File: src/rtl/multicycle_main_control.sv
// -----------------------------------------------------------------------------
// multicycle_main_control
//
// Main control FSM for a multi-cycle RISC-V datapath (lw, sw, R-type, beq).
// It sequences fetch / decode / execute / memory / writeback steps, drives
// every datapath strobe and mux select, and counts retired instructions.
//
// Handshake: mem_ready is a single-cycle completion strobe from memory. In
// FETCH, MEM_RD and MEM_WR the FSM holds its state and keeps its request
// asserted until a cycle with mem_ready=1. That cycle completes the access,
// and the FSM advances on the following clock edge. mem_ready is ignored in
// every other state.
//
// Ports:
//   clk, rst       rising-edge clock, synchronous active-high reset
//   opcode[6:0]    instruction[6:0] from the instruction register
//   mem_ready      memory completes the current read/write this cycle
//   alu_op[1:0]    00 add, 01 sub, 10 funct decode
//   alu_src_a[1:0] 00 PC, 01 old PC, 10 rs1
//   alu_src_b[1:0] 00 rs2, 01 constant 4, 10 immediate
//   pc_write, pc_write_cond, pc_source, i_or_d, mem_read, mem_write,
//   ir_write, reg_write, mem_to_reg   datapath strobes / selects
//   illegal        one-cycle pulse in DECODE on an unsupported opcode
//   state[3:0]     current state encoding (debug)
//   instret        retired-instruction count, wraps modulo 2^CNT_W
// -----------------------------------------------------------------------------
module multicycle_main_control #(
    parameter int CNT_W = 32
) (
    input  logic             clk,
    input  logic             rst,
    input  logic [6:0]       opcode,
    input  logic             mem_ready,
    output logic [1:0]       alu_op,
    output logic [1:0]       alu_src_a,
    output logic [1:0]       alu_src_b,
    output logic             pc_write,
    output logic             pc_write_cond,
    output logic             pc_source,
    output logic             i_or_d,
    output logic             mem_read,
    output logic             mem_write,
    output logic             ir_write,
    output logic             reg_write,
    output logic             mem_to_reg,
    output logic             illegal,
    output logic [3:0]       state,
    output logic [CNT_W-1:0] instret
);

    typedef enum logic [3:0] {
        FETCH    = 4'd0,
        DECODE   = 4'd1,
        MEM_ADDR = 4'd2,
        MEM_RD   = 4'd3,
        MEM_WB   = 4'd4,
        MEM_WR   = 4'd5,
        EXEC     = 4'd6,
        ALU_WB   = 4'd7,
        BRANCH   = 4'd8
    } state_t;

    localparam logic [6:0] OP_LOAD   = 7'b0000011;
    localparam logic [6:0] OP_STORE  = 7'b0100011;
    localparam logic [6:0] OP_RTYPE  = 7'b0110011;
    localparam logic [6:0] OP_BRANCH = 7'b1100011;

    state_t state_q;

    // Next-state and retired-instruction counter. Encodings 9-15 fall to the
    // default arm and recover to FETCH without touching instret.
    always_ff @(posedge clk) begin
        if (rst) begin
            state_q <= FETCH;
            instret <= '0;
        end else begin
            case (state_q)
                FETCH: begin
                    if (mem_ready) state_q <= DECODE;
                end
                DECODE: begin
                    case (opcode)
                        OP_LOAD, OP_STORE: state_q <= MEM_ADDR;
                        OP_RTYPE:          state_q <= EXEC;
                        OP_BRANCH:         state_q <= BRANCH;
                        default:           state_q <= FETCH;
                    endcase
                end
                MEM_ADDR: begin
                    state_q <= (opcode == OP_LOAD) ? MEM_RD : MEM_WR;
                end
                MEM_RD: begin
                    if (mem_ready) state_q <= MEM_WB;
                end
                MEM_WB: begin
                    state_q <= FETCH;
                    instret <= instret + CNT_W'(1);
                end
                MEM_WR: begin
                    if (mem_ready) begin
                        state_q <= FETCH;
                        instret <= instret + CNT_W'(1);
                    end
                end
                EXEC: begin
                    state_q <= ALU_WB;
                end
                ALU_WB: begin
                    state_q <= FETCH;
                    instret <= instret + CNT_W'(1);
                end
                BRANCH: begin
                    state_q <= FETCH;
                    instret <= instret + CNT_W'(1);
                end
                default: begin
                    state_q <= FETCH;
                end
            endcase
        end
    end

    assign state = state_q;

    // Output decode. Moore in state, except ir_write/pc_write in FETCH
    // (qualified by mem_ready) and illegal in DECODE (qualified by opcode).
    // rst gates everything so no strobe fires in a reset cycle.
    always_comb begin
        alu_op        = 2'b00;
        alu_src_a     = 2'b00;
        alu_src_b     = 2'b00;
        pc_write      = 1'b0;
        pc_write_cond = 1'b0;
        pc_source     = 1'b0;
        i_or_d        = 1'b0;
        mem_read      = 1'b0;
        mem_write     = 1'b0;
        ir_write      = 1'b0;
        reg_write     = 1'b0;
        mem_to_reg    = 1'b0;
        illegal       = 1'b0;
        if (!rst) begin
            case (state_q)
                FETCH: begin
                    mem_read  = 1'b1;
                    alu_src_b = 2'b01;
                    ir_write  = mem_ready;
                    pc_write  = mem_ready;
                end
                DECODE: begin
                    // Branch target (old PC + imm) lands in ALUOut.
                    alu_src_a = 2'b01;
                    alu_src_b = 2'b10;
                    illegal   = !(opcode == OP_LOAD  || opcode == OP_STORE ||
                                  opcode == OP_RTYPE || opcode == OP_BRANCH);
                end
                MEM_ADDR: begin
                    alu_src_a = 2'b10;
                    alu_src_b = 2'b10;
                end
                MEM_RD: begin
                    mem_read = 1'b1;
                    i_or_d   = 1'b1;
                end
                MEM_WB: begin
                    reg_write  = 1'b1;
                    mem_to_reg = 1'b1;
                end
                MEM_WR: begin
                    mem_write = 1'b1;
                    i_or_d    = 1'b1;
                end
                EXEC: begin
                    alu_src_a = 2'b10;
                    alu_op    = 2'b10;
                end
                ALU_WB: begin
                    reg_write = 1'b1;
                end
                BRANCH: begin
                    alu_src_a     = 2'b10;
                    alu_op        = 2'b01;
                    pc_write_cond = 1'b1;
                    pc_source     = 1'b1;
                end
                default: begin
                end
            endcase
        end
    end

endmodule

File: config.mk
export PLATFORM = sky130hd
export DESIGN_NAME = multicycle_main_control
export DESIGN_NICKNAME = d
export VERILOG_FILES = /design/src/rtl/multicycle_main_control.sv
export SDC_FILE = /design/constraint.sdc
export NUM_CORES = 1
export LEC_CHECK = 0
export CAP_MARGIN = 20
export CORE_MARGIN = 4
export CORE_UTILIZATION = 35
export CTS_CLUSTER_DIAMETER = 150
export DETAILED_ROUTE_END_ITERATION = 10
export SLEW_MARGIN = 20
export SYNTH_ARGS = -nofsm -noshare
export SYNTH_HDL_FRONTEND = slang
export SYNTH_SLANG_ARGS = --single-unit
File: constraint.sdc
create_clock -name clk -period 2.8 [get_ports clk]
set_input_delay 0.56 -clock clk [delete_from_list [all_inputs] [get_ports clk]]
set_output_delay 0.56 -clock clk [all_outputs]
set_load 0.05 [all_outputs]
==> Word level (Yosys, flattened, before mapping) <==
Cells that the tools add are included.
{ "word_totals": {"reg_bits": 36, "latchBits": 0, "ram_bits": 0, "romBits": 0, "inputBits": 10, "elab_cells": 63, "memories": 0} }
{ "op_classes": {"addsub": 1, "n_mul": 0, "n_div": 0, "n_lt_le_gt_ge": 0, "eq_ne": 15, "shifts": 0, "n_mux": 30, "n_bitwise": 0, "reduce_logical": 15} }
{ "ops": {"columns": ["op", "count"], "rows": [
  ["case mux 32 bit (2 select lines)", 1],
  ["adder 32 x 1 -> 32 bit (second input constant)", 1],
  ["2-to-1 mux 32 bit", 1],
  ["case mux 4 bit (6 select lines)", 1],
  ["equality test 4 x 3 -> 1 bit (second input constant)", 4],
  ["2-to-1 mux 1 bit", 16],
  ["equality test 7 x 6 -> 1 bit (second input constant)", 2],
  ["2-to-1 mux 4 bit", 3],
  ["case mux 2 bit (2 select lines)", 3],
  ["case mux 4 bit (3 select lines)", 1],
  ["OR reduction 2 bit", 5],
  ["equality test 4 x 2 -> 1 bit (second input constant)", 2],
  ["equality test 7 x 2 -> 1 bit (second input constant)", 1],
  ["equality test 7 bit (second input constant)", 1],
  ["2-to-1 mux 2 bit", 3],
  ["!= test 2 bit (second input constant)", 3],
  ["OR reduction 3 bit", 2],
  ["equality test 4 x 1 -> 1 bit (second input constant)", 1],
  ["equality test 4 bit (second input constant)", 1],
  ["zero test 4 bit", 1],
  ["logical OR 1 bit", 3],
  ["2-to-1 mux 3 bit", 1],
  ["AND reduction 3 bit", 1],
  ["AND reduction 2 bit", 1],
  ["2 further kinds", 2]
]} }

==> Depth between registers and ports, before layout <==
Gate-level depths: netlist of run 1.
{ "depth": {"depth_word": 7, "mapped_depth": 7, "ltp_nobuf": 6} }

==> Worst setup path before layout of run 1 <==
OpenSTA, ideal clock, no wires.
{ "synth_timing": {"path_type": "register -> output", "from": "reg state_q[1] (netlist: state[1])", "to": "out pc_write_cond", "arrival_time_ns": 2.778, "required_time_ns": 2.240, "slack_ns": -0.538, "stages_incl_launch_ff": 5, "path_cell_list": "dfxtp_1 -> clkbuf_1 -> or3_1 -> nor3b_1 -> buf_4"} }
{ "synth_via": {"elab_chain_len": 3} }
{ "synth_rtl": {"columns": ["item", "line_no", "text"], "rows": [
  ["start, declared", "68", "state_t state_q;"],
  ["start signal, assigned", "90", "state_q <= (opcode == OP_LOAD) ? MEM_RD : MEM_WR;"],
  ["equality test 4 bit", null, null],
  ["2-to-1 mux 1 bit (2 in a row)", null, null],
  ["end, declared", "38", "output logic pc_write_cond,"]
]} }
No other way between the ends.

==> Worst setup path in the final report of run 1 <==
{ "layout_timing": {"from": "in rst", "to": "out pc_source"} }
{ "layout_via": {"elab_chain_len": 1} }
{ "layout_rtl": {"columns": ["item", "line_no", "text"], "rows": [
  ["start, declared", "31", "input logic rst,"],
  ["2-to-1 mux 1 bit", "142", "if (!rst) begin"],
  ["end, declared", "39", "output logic pc_source,"]
]} }
No other way between the ends.

==> flow_metrics.py, run 1 <==
metrics = {
    "status": {
        "status": "finished clean",
    },
    "finish": {
        "insertedDiodeCount": 0,
        "area_growth_syn_to_layout_pct": 51.5,
        "finalNetCount": 326,
        "stdcell_count": 387,
        "utilization": 0.545,
        "final_layout_size_suffix_gt1_frac": 0.146,
    },
    "clock_network": {
        "cts-hold-fix-buffers": 0,
        "cts_bufs_inserted": 5,
        "tritoncts": "yes",
        "clkSinkCount": 36,
        "cts.clk_slew.worst_paths_ns": 0.07,
        "cts-root-buf": "sky130_fd_sc_hd__clkbuf_8",
        "cts_setup_buffers": 0,
        "insertion_delay_ns": 0.28,
        "ctsLongestPathBuffers": 2,
        "ctsHtreeMaxLevel": 2,
        "postCtsResizedCells": 0,
    },
    "critical_path": {
        "crit_path_max_incr_delay_ns": 0.47,
        "critical_setup_path_class": "in2out",
        "crit_required_ns": 2.24,
        "cp_num_buf_inv": 2,
        "critical-path-top-delay-family": "simple AND/OR/NAND/NOR gates",
        "critical_path.max_fanout": 4,
        "timing.critical_path.from_type": "input port",
        "worst-endpoint-arrival_ns": 1.98,
        "ordered_list_of_cells_on_the_worst_path": "clkdlybuf4s50_1 > or3_1 > nor3b_2 > buf_12",
        "cp-end-kind": "output pin",
        "slowest_stage_cell_on_the_critical_path": "sky130_fd_sc_hd__clkdlybuf4s50_1",
    },
    "die": {
        "die_area_sq_mm": 0.00689,
        "initial_core_util": 0.360,
        "boundaryPins": 62,
        "fp.dieW_um": 83.0,
        "coreArea_sq_mm": 0.00547,
        "num_rows": 27,
        "die_h_um": 83.0,
    },
    "sta": {
        "worst_clock_skew_ns": 0.00383,
        "worst-slew-pin-transition_ns": 0.500,
        "timing.final.setup_violations": 0,
        "finalCriticalPeriod_ns": 2.54,
        "slew_hr": 0.663,
        "achievable-frequency_ghz": 0.394,
        "period_share": 0.907,
        "hold_ws_ns": 0.485,
        "final-max-slew-violation-count": 0,
        "timing.final.hold_violations": 0,
        "postLayoutSetupSlackWorst_ns": 0.261,
        "rsz_0062_raised_after_global_routing": "false",
    },
    "global_routing": {
        "grt_first_pass_wirelength_um": 8750,
        "grt_max_degree": 35,
        "global_route.usage.total": 0.150,
        "gr-total-overflow": 0,
        "number_of_antenna_violations_at_the_first_check_in_global_routing": 0,
        "grt_pass1_vias": 1800,
    },
    "yosys": {
        "synth_top_area_share": 0.366,
        "top_post_synthesis_cells_by_area": "sky130_fd_sc_hd__dfxtp_1 37%, sky130_fd_sc_hd__nor2_1 5.7%, sky130_fd_sc_hd__xor2_1 4.9%",
        "synth.cells.most_frequent": "36 x sky130_fd_sc_hd__dfxtp_1, 30 x sky130_fd_sc_hd__nor2_1, 16 x sky130_fd_sc_hd__nand2_1",
        "synth-warning-count": 0,
        "synth_top_area_cell": "sky130_fd_sc_hd__dfxtp_1",
        "synth-main-ff-cell": "sky130_fd_sc_hd__dfxtp_1",
        "synthesized_netlist_net_count": 261,
        "synth-async-reset-ratio": 0,
        "synth.distinct_cells": 43,
        "synth-seq-cells": 36,
        "synth_area_per_cell_sq_um": 7.87,
        "mappedNetlistArea_sq_mm": 0.00197,
        "synth_enable_flop_cells": 0,
        "cell_with_the_most_instances_after_synthesis": "sky130_fd_sc_hd__dfxtp_1",
        "synthCells": 250,
        "synth_sequential_area_ratio": 0.366,
    },
    "run": {
        "number_of_max_capacitance_violations_reported": 0,
    },
    "power_and_ir_drop": {
        "fin_total_pwr_mw": 1.01,
        "switching_share": 0.228,
        "pwr_density_cell_mw_per_mm2": 338,
        "seq_power_share": 0.510,
        "worst_ir_drop_vdd_mv": 0.239,
        "total_leakage_power_nw": 1.03,
        "clock_power_share": 0.388,
        "p_int_uw": 778,
        "power.share.combinational": 0.103,
        "power.net_switching_uw": 230,
    },
    "placed_design": {
        "port-buffer-count": 61,
        "dp.cells": 380,
        "weighted_congestion_at_the_end_of_routability_driven_global_placement": 0.804,
        "place_hpwl_um": 3930,
        "dp_slack_ns": -0.0169,
    },
    "route": {
        "dr.first_iter.drc_count": 127,
        "via_count": 2030,
        "drc": 0,
        "wire_per_inst_um": 13.6,
        "wl_um": 5270,
        "antenna_left": 0,
        "via_per_inst": 5.25,
        "drt_pass1_iterations": 4,
    },
    "worst_hold_path": {
        "holdCritPathClass": "reg2reg",
    },
}
state kept, by name, indices dropped and copies added, names as in the netlist:
signal   cells
instret     32
state        4
cells by family (layout without fill, tap and decap cells):
kind of cell | Yosys count | after routing | share of synthesized area
and+or+nand+nor | 135 | 135 | 0.374
DFF | 36 | 36 | 0.366
adders and majority gates | 1 | 1 | 0.00636
AOI/OAI and AO/OA | 36 | 36 | 0.107
buffers and inverters | 20 | 85 | 0.0464
xor gates and xnor gates | 20 | 20 | 0.0890
muxes | 2 | 2 | 0.0108
layer usage:
metal | up-vias | routed length (um) | GRT usage
li1 | 1022 | - | -
met1 | 943 | 2490 | 0.204
met2 | 57 | 2470 | 0.241
met3 | 8 | 249 | 0.0308
met4 | 0 | 61 | 0.0446
met5 | - | 0 | 0
cell type report:
cell class	count	area, sq um
fill	525	2490
timing repair buffer	74	868
clock buffer	7	96.3
inverter	4	15.0
tap	72	90.1
multi-input combinational	194	1190
sequential	36	721
worst reg2reg max path, delay by kind of cell, from the launching register on:
family           cells  cell delay [ns]
AND/OR/NAND/NOR      3             1.57
AO/OA/AOI/OAI        2             0.28
flip-flops           1             0.42
cell usage in the layout (no fill, tap or decap), types with 2 or more instances in the layout:
cell type and n:
sky130_fd_sc_hd__a211oi_1 2, sky130_fd_sc_hd__a21oi_1 15, sky130_fd_sc_hd__and2_1 2, sky130_fd_sc_hd__and3_1 9
sky130_fd_sc_hd__buf_12 16, sky130_fd_sc_hd__buf_4 13, sky130_fd_sc_hd__clkbuf_8 7, sky130_fd_sc_hd__clkdlybuf4s50_1 45
sky130_fd_sc_hd__dfxtp_1 36, sky130_fd_sc_hd__inv_1 4, sky130_fd_sc_hd__nand2_1 16, sky130_fd_sc_hd__nand3_1 10
sky130_fd_sc_hd__nand4_1 15, sky130_fd_sc_hd__nor2_1 30, sky130_fd_sc_hd__nor2b_1 9, sky130_fd_sc_hd__nor3_1 9
sky130_fd_sc_hd__nor3b_2 2, sky130_fd_sc_hd__nor4_1 6, sky130_fd_sc_hd__o21ai_0 11, sky130_fd_sc_hd__o31ai_1 2
sky130_fd_sc_hd__or3_1 12, sky130_fd_sc_hd__or4_1 3, sky130_fd_sc_hd__xnor2_1 9, sky130_fd_sc_hd__xor2_1 11
per-stage QoR:
| step | instance area (sq um) | TNS [ns] |
|---|---|---|
| after CTS | 2980 | 0 |
| final | 2980 | 0 |
| after global routing | 2980 | 0 |
| after detailed placement | 2890 | -0.0169 |
| after global placement | 2890 | 0 |
| after floorplan | 2000 | -0.0444 |
power by group through the flow:
stage | Sequential (mW) | Clock (mW) | Combinational [mW]
floorplan | 0.529 | 0 | 0.0478
global placement | 0.525 | 0 | 0.103
detailed placement | 0.525 | 0 | 0.104
CTS | 0.513 | 0.404 | 0.104
global route | 0.513 | 0.430 | 0.109
finish | 0.514 | 0.391 | 0.103
path summary, 6_finish.rpt:
check | from | to | slack (ns) | depth (start not counted)
worst min-delay path | instret[31] | instret[31] | 0.49 | 2
worst min register to register | instret[31] | instret[31] | 0.49 | 2
worst max register to register | state[3] | instret[31] | 0.47 | 5
worst max-delay path | rst | pc_source | 0.26 | 4
Note: power is estimated with default switching activity, not from simulation.
==> run 2: changes to the inputs <==
--- a/config.mk
+++ b/config.mk
@@ -6,7 +6,7 @@
 export NUM_CORES = 1
 export LEC_CHECK = 0
 export CAP_MARGIN = 20
-export CORE_MARGIN = 4
+export CORE_MARGIN = 2
 export CORE_UTILIZATION = 35
 export CTS_CLUSTER_DIAMETER = 150
 export DETAILED_ROUTE_END_ITERATION = 10
==> run 2 against run 1 <==
- first-iteration DRC count down 26%
- non-clock buffer count unchanged
- via count up 0.89%
- sequential power about the same
- clock-buffer cell count unchanged
- sequential cell count unchanged
- final cell count unchanged
- die area down 9.4%
- maximum frequency up 0.36%
- critical path type unchanged
- largest cell class unchanged
==> flow_metrics.py, run 2 (synthesis results as in run 1) <==
metrics = {
    "status": {
        "status": "finished clean",
    },
    "clock_network": {
        "cts_bufs_inserted": 5,
        "clkSinkCount": 36,
        "cts_setup_buffers": 0,
        "insertion_delay_ns": 0.29,
        "postCtsResizedCells": 0,
        "cts-hold-fix-buffers": 0,
        "ctsHtreeMaxLevel": 2,
        "cts-root-buf": "sky130_fd_sc_hd__clkbuf_8",
        "cts.clk_slew.worst_paths_ns": 0.07,
        "ctsLongestPathBuffers": 2,
        "tritoncts": "yes",
    },
    "placed_design": {
        "weighted_congestion_at_the_end_of_routability_driven_global_placement": 0.833,
        "port-buffer-count": 61,
        "place_hpwl_um": 3860,
    },
    "route": {
        "wl_um": 5220,
        "via_count": 2048,
        "antenna_left": 0,
        "drc": 0,
        "dr.first_iter.drc_count": 94,
        "via_per_inst": 5.29,
        "wire_per_inst_um": 13.5,
        "drt_pass1_iterations": 4,
    },
    "run": {
        "number_of_max_capacitance_violations_reported": 0,
    },
    "die": {
        "coreArea_sq_mm": 0.00547,
        "die_h_um": 79.0,
        "fp.dieW_um": 79.0,
        "die_area_sq_mm": 0.00624,
        "initial_core_util": 0.360,
        "num_rows": 27,
        "boundaryPins": 62,
    },
    "sta": {
        "rsz_0062_raised_after_global_routing": "false",
        "hold_ws_ns": 0.484,
        "finalCriticalPeriod_ns": 2.53,
        "timing.final.hold_violations": 0,
        "worst_clock_skew_ns": 0.0103,
        "worst-slew-pin-transition_ns": 0.503,
        "achievable-frequency_ghz": 0.395,
        "timing.final.setup_violations": 0,
        "period_share": 0.904,
        "slew_hr": 0.661,
        "final-max-slew-violation-count": 0,
        "setup_total_negative_slack_ns": 0,
    },
    "finish": {
        "layout_common_cells": "45 x sky130_fd_sc_hd__clkdlybuf4s50_1, 36 x sky130_fd_sc_hd__dfxtp_1, 30 x sky130_fd_sc_hd__nor2_1",
        "area_growth_syn_to_layout_pct": 51.5,
        "largest_reg_flops": 32,
        "finalNetCount": 326,
        "regMostFlops": "instret",
        "filler_cell_count": 536,
        "multi_input_comb_area_sq_mm": 0.00119,
        "insertedDiodeCount": 0,
        "final_layout_size_suffix_gt1_frac": 0.146,
        "regArea_sq_um": 721,
        "layout.cells.most_common": "sky130_fd_sc_hd__clkdlybuf4s50_1",
    },
    "worst_hold_path": {
        "holdCritPathClass": "reg2reg",
    },
    "global_routing": {
        "gr-total-overflow": 0,
        "global_route.usage.total": 0.180,
        "grt_first_pass_wirelength_um": 8950,
        "grt_pass1_vias": 1902,
        "number_of_antenna_violations_at_the_first_check_in_global_routing": 0,
        "grt_max_degree": 34,
    },
    "critical_path": {
        "cp-end-kind": "output pin",
        "worst-endpoint-arrival_ns": 1.97,
        "crit_required_ns": 2.24,
        "timing.critical_path.from_type": "input port",
        "critical_path.max_fanout": 7,
        "critical_setup_path_class": "in2out",
    },
    "power_and_ir_drop": {
        "total_leakage_power_nw": 1.03,
        "fin_total_pwr_mw": 1.01,
        "worst_ir_drop_vdd_mv": 0.244,
        "pwr_density_cell_mw_per_mm2": 339,
    },
}
-- run 2: cell counts in the layout (fill, tap and decap cells not counted) --
Identical to the previous run, type by type.
-- run 2: metal layers --
metal	track usage	wire [um]
met3	0.0352	245
met4	0.0621	76
met2	0.286	2430
met1	0.244	2470
met5	0	0
-- run 2: path summary, 6_finish.rpt --
check              start     endpoint  slack [ns]  cells past startpoint
max                  rst      illegal        0.27                      6
min          instret[31]  instret[31]        0.48                      2
max reg2reg     state[3]  instret[31]        0.44                      5
min reg2reg  instret[31]  instret[31]        0.48                      2
-- run 2: stage by stage --
stage	worst slack, ns	utilization	std cells	area [sq um]
floorplan	-0.0377	-	250	2000
global placement	0.0219	0.527	380	2890
detailed placement	0.00652	0.527	380	2890
CTS	0.249	0.545	387	2980
global route	0.157	0.545	387	2980
finish	0.270	0.545	387	2980
-- run 2: cell type report --
| class | instances | area share |
|---|---|---|
| multi-input cells | 194 | 0.399 |
| repair buffers | 74 | 0.291 |
| flip-flops and latches | 36 | 0.242 |
| clock buffers | 7 | 0.0323 |
| well taps | 72 | 0.0302 |
| inverters | 4 | 0.00504 |
-- run 2: where the power goes --
group	switching [mW]	total (mW)	internal, mW
Clock	0.175	0.394	0.219
Sequential	0.00166	0.514	0.513
Combinational	0.0564	0.103	0.0461
Total	0.234	1.01	0.778
-- run 2: worst max-delay path: stages --
cell and delay (ns):
sky130_fd_sc_hd__clkdlybuf4s50_1 0.44, sky130_fd_sc_hd__buf_4 0.18, sky130_fd_sc_hd__nor3_1 0.26, sky130_fd_sc_hd__nand2_1 0.15, sky130_fd_sc_hd__nor2_1 0.21, sky130_fd_sc_hd__buf_12 0.16
==> run 3: changes to the inputs <==
--- a/config.mk
+++ b/config.mk
@@ -10,7 +10,6 @@
 export CORE_UTILIZATION = 35
 export CTS_CLUSTER_DIAMETER = 150
 export DETAILED_ROUTE_END_ITERATION = 10
-export SLEW_MARGIN = 20
 export SYNTH_ARGS = -nofsm -noshare
 export SYNTH_HDL_FRONTEND = slang
 export SYNTH_SLANG_ARGS = --single-unit
==> results of run 3 <==
Same layout as run 2: the final DEF is identical, and so are final timing and power.
